File: src/rtl/instr_obi_arbiter.sv
// Two-requester OBI instruction-port arbiter.
// Requester 0 (prefetch) and requester 1 (debug/aux fetch) share one OBI
// port. Address phases are arbitrated round-robin, and a selection that has
// been presented without a grant stays locked until it is granted. Responses
// are routed back in order through an owner FIFO that records who was granted.
module instr_obi_arbiter #(
   parameter int MAX_OUTSTANDING = 2,
   parameter int ADDR_W          = 32
) (
   input  logic              clk,
   input  logic              rst,
   // requester 0 (prefetch)
   input  logic              m0_req_i,
   input  logic [ADDR_W-1:0] m0_addr_i,
   output logic              m0_gnt_o,
   output logic              m0_rvalid_o,
   // requester 1 (debug / aux fetch)
   input  logic              m1_req_i,
   input  logic [ADDR_W-1:0] m1_addr_i,
   output logic              m1_gnt_o,
   output logic              m1_rvalid_o,
   // shared response path
   output logic [31:0]       rdata_o,
   output logic              err_o,
   // OBI memory side
   output logic              instr_req_o,
   output logic [ADDR_W-1:0] instr_addr_o,
   input  logic              instr_gnt_i,
   input  logic              instr_rvalid_i,
   input  logic [31:0]       instr_rdata_i,
   input  logic              instr_err_i,
   // status
   output logic              busy_o,
   output logic              protocol_err_o
);

   localparam int CNT_W = $clog2(MAX_OUTSTANDING + 1);
   localparam int PTR_W = (MAX_OUTSTANDING > 1) ? $clog2(MAX_OUTSTANDING) : 1;
   localparam logic [CNT_W-1:0] CNT_MAX  = CNT_W'(MAX_OUTSTANDING);
   localparam logic [PTR_W-1:0] PTR_LAST = PTR_W'(MAX_OUTSTANDING - 1);

   // FREE: selection follows round-robin; LOCKED: selection pinned to lock_id_q
   typedef enum logic {
      ST_FREE   = 1'b0,
      ST_LOCKED = 1'b1
   } lock_state_e;

   lock_state_e       state_q, state_d;
   logic              lock_id_q, lock_id_d;
   logic              last_q, last_d;
   logic [CNT_W-1:0]  count_q, count_d;
   logic [PTR_W-1:0]  wptr_q, wptr_d;
   logic [PTR_W-1:0]  rptr_q, rptr_d;
   logic              perr_q, perr_d;
   logic              owner_q [MAX_OUTSTANDING];

   logic              rr_id;
   logic              sel_id;
   logic              sel_req;
   logic              fifo_full;
   logic              fifo_empty;
   logic              pop;
   logic              push;
   logic              head_id;

   assign fifo_full  = (count_q == CNT_MAX);
   assign fifo_empty = (count_q == '0);
   assign head_id    = owner_q[rptr_q];

   // A response is only consumed when someone is waiting for it
   assign pop  = instr_rvalid_i & ~fifo_empty;
   assign push = instr_req_o & instr_gnt_i;

   // Round-robin pick used whenever the selection is not locked
   always_comb begin
      rr_id = ~last_q;
      if (m0_req_i && m1_req_i) begin
         rr_id = ~last_q;
      end else if (m0_req_i) begin
         rr_id = 1'b0;
      end else if (m1_req_i) begin
         rr_id = 1'b1;
      end
   end

   // Lock state register
   always_ff @(posedge clk) begin
      if (rst) begin
         state_q   <= ST_FREE;
         lock_id_q <= 1'b0;
      end else begin
         state_q   <= state_d;
         lock_id_q <= lock_id_d;
      end
   end

   // Lock next-state: lock on an ungranted request, release on grant or withdrawal
   always_comb begin
      state_d   = state_q;
      lock_id_d = lock_id_q;
      case (state_q)
         ST_FREE: begin
            lock_id_d = sel_id;
            if (instr_req_o && !instr_gnt_i) begin
               state_d = ST_LOCKED;
            end
         end
         ST_LOCKED: begin
            if (push || !sel_req) begin
               state_d = ST_FREE;
            end
         end
         default: begin
            state_d = ST_FREE;
         end
      endcase
   end

   // Lock outputs: selection, address phase, grant and response routing
   always_comb begin
      sel_id       = (state_q == ST_LOCKED) ? lock_id_q : rr_id;
      sel_req      = sel_id ? m1_req_i : m0_req_i;
      instr_req_o  = sel_req & (~fifo_full | pop);
      instr_addr_o = sel_id ? m1_addr_i : m0_addr_i;
      m0_gnt_o     = instr_gnt_i & instr_req_o & ~sel_id;
      m1_gnt_o     = instr_gnt_i & instr_req_o &  sel_id;
      m0_rvalid_o  = pop & ~head_id;
      m1_rvalid_o  = pop &  head_id;
   end

   assign rdata_o        = instr_rdata_i;
   assign err_o          = instr_err_i;
   assign busy_o         = (count_q != '0) | m0_req_i | m1_req_i;
   assign protocol_err_o = perr_q;

   // Bookkeeping next-state: last-granted, occupancy, pointers, sticky error
   always_comb begin
      last_d  = last_q;
      count_d = count_q;
      wptr_d  = wptr_q;
      rptr_d  = rptr_q;
      perr_d  = perr_q;
      if (push) begin
         last_d = sel_id;
         wptr_d = (wptr_q == PTR_LAST) ? '0 : wptr_q + PTR_W'(1);
      end
      if (pop) begin
         rptr_d = (rptr_q == PTR_LAST) ? '0 : rptr_q + PTR_W'(1);
      end
      case ({push, pop})
         2'b10:   count_d = count_q + CNT_W'(1);
         2'b01:   count_d = count_q - CNT_W'(1);
         default: count_d = count_q;
      endcase
      if (instr_rvalid_i && fifo_empty) begin
         perr_d = 1'b1;
      end
   end

   // Control registers; last-granted resets to 1 so requester 0 wins the first tie
   always_ff @(posedge clk) begin
      if (rst) begin
         last_q  <= 1'b1;
         count_q <= '0;
         wptr_q  <= '0;
         rptr_q  <= '0;
         perr_q  <= 1'b0;
      end else begin
         last_q  <= last_d;
         count_q <= count_d;
         wptr_q  <= wptr_d;
         rptr_q  <= rptr_d;
         perr_q  <= perr_d;
      end
   end

   // Owner FIFO storage; validity is tracked by count_q so no reset is needed
   always_ff @(posedge clk) begin
      if (push) begin
         owner_q[wptr_q] <= sel_id;
      end
   end

endmodule

File: config.mk
export PLATFORM = sky130hd
export DESIGN_NAME = instr_obi_arbiter
export DESIGN_NICKNAME = d
export VERILOG_FILES = /design/src/rtl/instr_obi_arbiter.sv
export SDC_FILE = /design/constraint.sdc
export NUM_CORES = 1
export LEC_CHECK = 0
export BUFFER_PORTS_ARGS = -buffer_cell sky130_fd_sc_hd__clkbuf_2
export CORE_AREA = 2 2 89 66
export CTS_BUF_LIST = sky130_fd_sc_hd__clkbuf_16
export CTS_CLUSTER_SIZE = 16
export DETAILED_ROUTE_END_ITERATION = 12
export DIE_AREA = 0 0 91 68
export GPL_TIMING_DRIVEN = 0
export PLACE_DENSITY = 0.74
export SLEW_MARGIN = 5
export SYNTH_ARGS = -nofsm -noshare
export SYNTH_HDL_FRONTEND = slang
export SYNTH_SLANG_ARGS = --single-unit
File: constraint.sdc
create_clock -name clk -period 1.9 [get_ports clk]
set_clock_uncertainty 0.15 [all_clocks]
set_input_delay 0.285 -clock clk [delete_from_list [all_inputs] [get_ports clk]]
set_output_delay 0.285 -clock clk [all_outputs]
set_load 0.01 [all_outputs]
==> results of run 1 <==
cell families after synthesis:
| logic type | after synthesis |
|---|---|
| adders and majority gates | 1 |
| and+or+nand+nor | 24 |
| muxes | 34 |
| DFF | 11 |
| AOI/OAI and AO/OA | 12 |
| buffers and inverters | 45 |
| xor gates and xnor gates | 3 |
Yosys cell counts, drive strengths merged:
library cell	number
and3	1
or3b	1
a311oi	1
mux2	32
o211ai	1
and2	1
inv	6
xnor2	1
buf	39
maj3	1
mux2i	2
edfxtp	2
o21ai	3
nor3b	2
nand3b	1
o21a	1
dfxtp	9
a311o	1
nand2	4
a2111o	1
xor2	2
a21oi	3
nor2	14
a31oi	1
registers in the layout, summed over array words and instances, names as in the netlist, named ones only:
signal and count:
owner_q 2, rptr_q 1, lock_id_q 1, count_q 2, wptr_q 1, protocol_err_o 1, state_q 1, last_q 1
stage by stage:
step	utilization [%]	area, µm²	hold WS [ps]
after floorplan	-	1290	246.8
final	40.31	2181	206.5
after global routing	40.31	2181	229.2
after global placement	38.53	2085	301.3
after CTS	40.17	2173	205.2
after detailed placement	38.53	2085	315.5
layer usage:
| layer | part of all wire, % | wire length, µm | vias up |
|---|---|---|---|
| met2 | 50 | 1898 | 59 |
| met5 | 0 | 0 | - |
| met3 | 7.0 | 266 | 2 |
| met4 | 0.37 | 14 | 0 |
| li1 | - | - | 702 |
| met1 | 43 | 1634 | 617 |
power by group through the flow:
stage / clock network, mW / registers, mW / logic [mW]
after floorplan: 0 / 0.272 / 0.368
after global placement: 0 / 0.273 / 0.574
after detailed placement: 0 / 0.273 / 0.583
after CTS: 0.388 / 0.270 / 0.590
after global routing: 0.401 / 0.272 / 0.635
final: 0.378 / 0.270 / 0.585
worst reg2reg max path, cell delays in order (launching register included):
cell and delay, ps:
dfxtp_1 320, mux2i_1 130, a2111o_1 400, buf_2 180, nor2_1 110
cell type report:
type                       instances  area [µm²]
buffer                            39       319.1
timing repair buffer             141       714.4
tap                               75       93.84
clock buffer                       3       75.07
multi-input combinational         74       708.2
clock inverter                     1       5.005
fill                             584        3229
inverter                           6       22.52
sequential                        11       242.7
how the worst max path moves through the flow:
| stage | slack [ps] | end | from | cells past startpoint |
|---|---|---|---|---|
| floorplan | 100 | instr_addr_o[0] | m1_req_i | 6 |
| global placement | -190 | instr_addr_o[14] | m1_req_i | 8 |
| detailed placement | -200 | instr_addr_o[14] | m1_req_i | 8 |
| CTS | -290 | instr_addr_o[14] | last_q | 6 |
| global route | -320 | instr_addr_o[14] | last_q | 6 |
| finish | -270 | instr_addr_o[14] | last_q | 6 |
repair_timing:
action / CTS / global route
buffers inserted: 1 / 0
setup endpoints to repair: 34 / 35
gates resized for setup: 2 / 4
==> impl_metrics.yaml, run 1 <==
outcome:
  status: "finished with violations"
  violations: "negative setup slack"
pwr:
  finalPower_mw: 1.233
  p_int_mw: 0.8793
  comb_power_share_pct: 47.4
  pwr-share-clk_pct: 30.7
  p_sw_share_pct: 28.67
  power.density_mw_per_mm2: 565.3
  power_leakage_nw: 1.282
  power.switching_mw: 0.3534
  seqPwrFrac_pct: 21.9
  vdd_ir_drop_max_mv: 0.3968
cells_and_area:
  mostFrequentLayoutCells: "clkbuf_2 (138), buf_4 (34), mux2_4 (26), nor2_1 (14), dfxtp_1 (7)"
  layout_commonest_cell: "clkbuf_2"
  drive_gt1_share_pct: 80.00
  fin_cells: 350
  antenna-diode-count: 0
  finalNetCount: 379
  syn_to_final_growth_pct: 69.06
sta:
  min_period_ps: 2173
  rsz0062_at_grt: "yes"
  fin_crit_sh_pct: 114.4
  slew_headroom_pct: 72.07
  timing.final.ws_setup_ps: -273.2
  worst_pin_slew_ps: 419.0
  setup_tns_ps: -7907
  finalSetupViolCount: 34
  hold_viol: 0
  drv_slew: 0
  max_freq_mhz: 460.1
logic_synthesis:
  yosys.area.top_type_share_pct: 30.26
  synth_area_leaders: "mux2_4 (30%), buf_4 (19%), dfxtp_1 (14%), mux2_2 (5.2%), edfxtp_1 (4.7%)"
  synth_area_per_cell_um2: 9.923
  ys_ff_latch: 11
  postSynthCellCount: 130
  syn_area_mm2: 0.001290
  seq_area_frac_synth_pct: 18.62
  yosys.area_share.simple_pct: 8.632
  synth_area_leader_cell: "mux2_4"
  yosys_warnings: 0
  synth_xor_area_share_pct: 2.037
  synth_top_family_by_area: "multiplexers"
  synth_fa_ha_area_share_pct: 0.8729
  synth-compound-area-share_pct: 6.305
  synthMuxAreaShare_pct: 37.05
  synth_cell_types: 29
  syn_nets: 233
setup_path:
  r2r-end: "owner_q[1]"
  cp_top_family: "buffers and inverters"
  crit_type: "flop to output pin"
  ff2ff_setup_slack_ps: 330
  r2r-start: "lock_id_q"
  crit_buf_inv: 3
  rr_worst_depth: 4
  cp_slowest_cell: "dfxtp_2"
  cp_cell_sequence: "maj3_2 -> o21a_1 -> buf_6 -> buf_12 -> mux2_4 -> clkbuf_2"
  critPathRequiredTime_ps: 1460
  crit_fanout: 10
  cp-end-kind: "output pin"
  crit_arrival_ps: 1740
  critPathLaunchType: "flop"
  critPathMaxStageDelay_ps: 310
global_routing:
  grt_pass1_wl_mm: 5.133
  met1_usage_pct: 14.14
  grt_pass1_vias: 1093
  antenna_found_initial: 0
  top_usage_layer: "met2"
  grt_max_degree: 11
  grt_usage_pct: 10.32
  grtUsageMet3_pct: 2.643
  grt_overflow: 0
  met2_usage_pct: 16.48
min_path:
  holdPathEnd: "count_q[1]"
  hold_path_depth: 2
  min-delay-start: "instr_rvalid_i"
  hp-class: "input pin to flop"
route:
  vias: 1380
  drt_iter0_markers: 33
  wl_per_cell_um: 10.89
  drt_first_pass_iters: 4
  drc: 0
  drt-total-wl_mm: 3.813
  via_per_inst: 3.943
  ant_nets: 0
placement:
  dp_cells: 345
  io_buffers: 140
  dp_slack_ps: -198.0
  dp_hpwl_mm: 3.380
  gp_congestion: 0.7431
floorplan:
  rows: 23
  fp.dieW_um: 91
  die_h_um: 68
  boundaryPins: 175
  core-area_mm2: 0.005410
  initial_core_util_pct: 23.84
  die-area_mm2: 0.006188
flow_run:
  max_cap_viol_count: 0
clock_network:
  holdBufCountCts: 0
  cts_tree: "done"
  cts.sinks: 11
  root_buffer: "clkbuf_16"
  htree_levels: 1
  clk_latency_ps: 230
  cts_buffer_depth: 2
  clk_pin_slew_ps: 40
  cts_buffers: 3
No activity file was read; power rests on OpenSTA's default activity.
==> run 2: changes to the inputs <==
Settings changed: ABC_AREA set to 1, CORE_AREA 2 2 89 66 to 2 2 86 63, DIE_AREA 0 0 91 68 to 0 0 88 65, PLACE_DENSITY 0.74 to 0.76.
==> run 2 against run 1 <==
  * Via count is 24% higher
  * Hold slack got worse by 60 ps
  * Count of clock-buffer cells in the layout unchanged
  * First-iteration DRC count down 9.1%
  * The flow still finishes with violations (negative setup slack)
  * Critical path type unchanged
  * Highest routed layer unchanged
  * Maximum frequency is 14% higher
  * Largest power group unchanged
  * Synthesized cell count rose by 61%
  * Total power is 72% higher
  * Die area down 7.6%
  * Register-to-register slack lost 170 ps
  * Combinational power grew 140%
==> impl_metrics.yaml, run 2 <==
outcome:
  status: "finished with violations"
  violations: "negative setup slack"
global_routing:
  met2_usage_pct: 22.16
  met1_usage_pct: 14.50
  grt_pass1_vias: 1301
  grt_max_degree: 12
  grt_pass1_wl_mm: 5.478
  grt_usage_pct: 12.06
  antenna_found_initial: 0
  grt_overflow: 0
  grtUsageMet3_pct: 2.420
  top_usage_layer: "met2"
cells_and_area:
  antenna-diode-count: 0
  fin_area_mm2: 0.002296
  mostFrequentLayoutCells: "clkbuf_2 (135), nand2_1 (101), buf_4 (37), inv_1 (12), nand2_2 (10)"
  layout_commonest_cell: "clkbuf_2"
  drive_gt1_share_pct: 58.56
  largestRegisters: "count_q x2, owner_q x2"
  finalNetCount: 466
  syn_to_final_growth_pct: 92.35
  final_core_util_pct: 46.08
pwr:
  vdd_ir_drop_max_mv: 0.4930
  power.density_mw_per_mm2: 925.0
  power_leakage_nw: 1.446
route:
  drc: 0
  vias: 1713
  drt_first_pass_iters: 4
  drt_iter0_markers: 30
  drt-total-wl_mm: 4.133
  via_per_inst: 3.947
  ant_nets: 0
  wl_per_cell_um: 9.523
floorplan:
  rows: 22
  core-area_mm2: 0.004982
  initial_core_util_pct: 23.96
  die_h_um: 65
  boundaryPins: 175
  die-area_mm2: 0.005720
  fp.dieW_um: 88
sta:
  min_period_ps: 1914
  max_freq_mhz: 522.5
  finalSetupViolCount: 14
  drv_slew: 0
  timing.final.ws_setup_ps: -13.84
  hold_viol: 0
  setup_tns_ps: -79.68
  fin_crit_sh_pct: 100.7
  slew_headroom_pct: 80.49
  worst_pin_slew_ps: 291.8
  rsz0062_at_grt: "yes"
placement:
  post_dp_cell_area_mm2: 0.001989
  dp_hpwl_mm: 3.391
  dp_slack_ps: -135.2
  gp_congestion: 0.7108
  io_buffers: 141
clock_network:
  cts_buffer_depth: 2
  clk_latency_ps: 230
  holdBufCountCts: 0
  cts_buffers: 3
  clk_pin_slew_ps: 40
  root_buffer: "clkbuf_16"
  cts.sinks: 11
  htree_levels: 1
  cts_tree: "done"
setup_path:
  critPathRequiredTime_ps: 1460
  critPathLaunchType: "flop"
  crit_type: "flop to output pin"
  rr_worst_depth: 8
  ff2ff_setup_slack_ps: 160
  r2r-start: "last_q"
  crit_fanout: 9
  crit_arrival_ps: 1480
  cp-end-kind: "output pin"
  r2r-end: "owner_q[0]"
logic_synthesis:
  yosys-top-cells-count: "nand2_1 (107), buf_4 (33), inv_1 (12)"
  yosys.area.top_type_share_pct: 33.65
  syn_nets: 312
  synth_enable_flop_cells: 2
  yosys_warnings: 0
  ys_ff_latch: 11
  synth_area_leader_cell: "nand2_1"
  seq_area_frac_synth_pct: 20.13
  syn_area_mm2: 0.001194
  synth_area_per_cell_um2: 5.711
  synthFlopType: "dfxtp_1"
  synth_area_leaders: "nand2_1 (34%), buf_4 (21%), dfxtp_1 (15%), edfxtp_1 (5.0%), inv_1 (3.8%)"
  synthArstFlopShare_pct: 0
  synth_most_common_cell: "nand2_1"
  postSynthCellCount: 209
  synth_cell_types: 18
min_path:
  holdPathEnd: "count_q[1]"
  hp-class: "input pin to flop"
  hold_path_depth: 2
  min-delay-start: "rst"
flow_run:
  max_cap_viol_count: 0
==> run 2: changes by cell type after synthesis, moves of 3 or more <==
cell / change
nand2_1: +103
mux2_4: -26
inv_1: +6
mux2_2: -6
nand3_1: +6
a21oi_1: +5
nand2_2: +5
nor2_1: -4
buf_2: +3
==> run 2: kinds of logic (layout without fill, tap and decap cells) <==
group	count (synthesis)	after routing	synth area share, %
AND/OR/NAND/NOR	130	130	44.76
buffers and inverters	54	207	28.41
AO/OA/AOI/OAI	13	13	5.975
flip-flops	11	11	20.13
XOR/XNOR	1	1	0.7339
==> run 2: stage by stage <==
step	power, mW	hold WS [ps]	cells
floorplan	1.030	204.1	209
global placement	1.436	282.6	422
detailed placement	1.467	292.4	422
CTS	1.995	149.3	431
global route	2.290	167.6	434
finish	2.124	146.4	434
==> run 2: worst max-delay path: stages, from the launching register on <==
cell,delay [ps]
dfxtp_2,340
inv_2,40
a21oi_2,140
nand2_2,70
nand2_2,90
buf_12,150
inv_12,50
clkbuf_16,140
nand2_1,50
nand2_1,40
clkbuf_2,120
==> run 2: how the worst max path moves through the flow <==
stage,startpoint,to,slack [ps],cells after the start
global placement,m1_req_i,instr_addr_o[30],-80,9
floorplan,last_q,instr_addr_o[10],260,8
CTS,last_q,instr_addr_o[30],-10,9
detailed placement,m1_req_i,instr_addr_o[4],-140,9
finish,last_q,instr_addr_o[25],-10,10
global route,last_q,instr_addr_o[21],-90,10
==> run 2: area by class of cell <==
type	count	area, µm²
fill	488	2686
tap	72	90.09
timing repair buffer	148	809.5
clock inverter	1	3.754
timing repair inverter	1	8.758
buffer	40	350.3
inverter	14	65.06
sequential	11	241.5
clock buffer	3	75.07
multi-input combinational	144	651.9
==> run 2: where the power goes <==
| group | leakage [nW] | total [mW] | internal, mW | switching (mW) |
|---|---|---|---|---|
| Sequential | 0.0927 | 0.337 | 0.299 | 0.0378 |
| Combinational | 1.31 | 1.42 | 0.673 | 0.744 |
| Clock | 0.0423 | 0.369 | 0.275 | 0.0940 |
==> run 2: metal layers <==
metal  up-vias  part of all wire, %  wire [µm]
met3         2                  8.9        368
met5         -                    0          0
met2        85                   49       2015
met4         0                 0.65         27
li1        908                    -          -
met1       718                   42       1721
==> run 2: what timing repair did <==
action                     4_1_cts  5_1_grt
setup endpoints to repair       31       36
resized for setup               25       23
pin swaps                        0        2
setup buffers                    5        1
cloned                           0        3
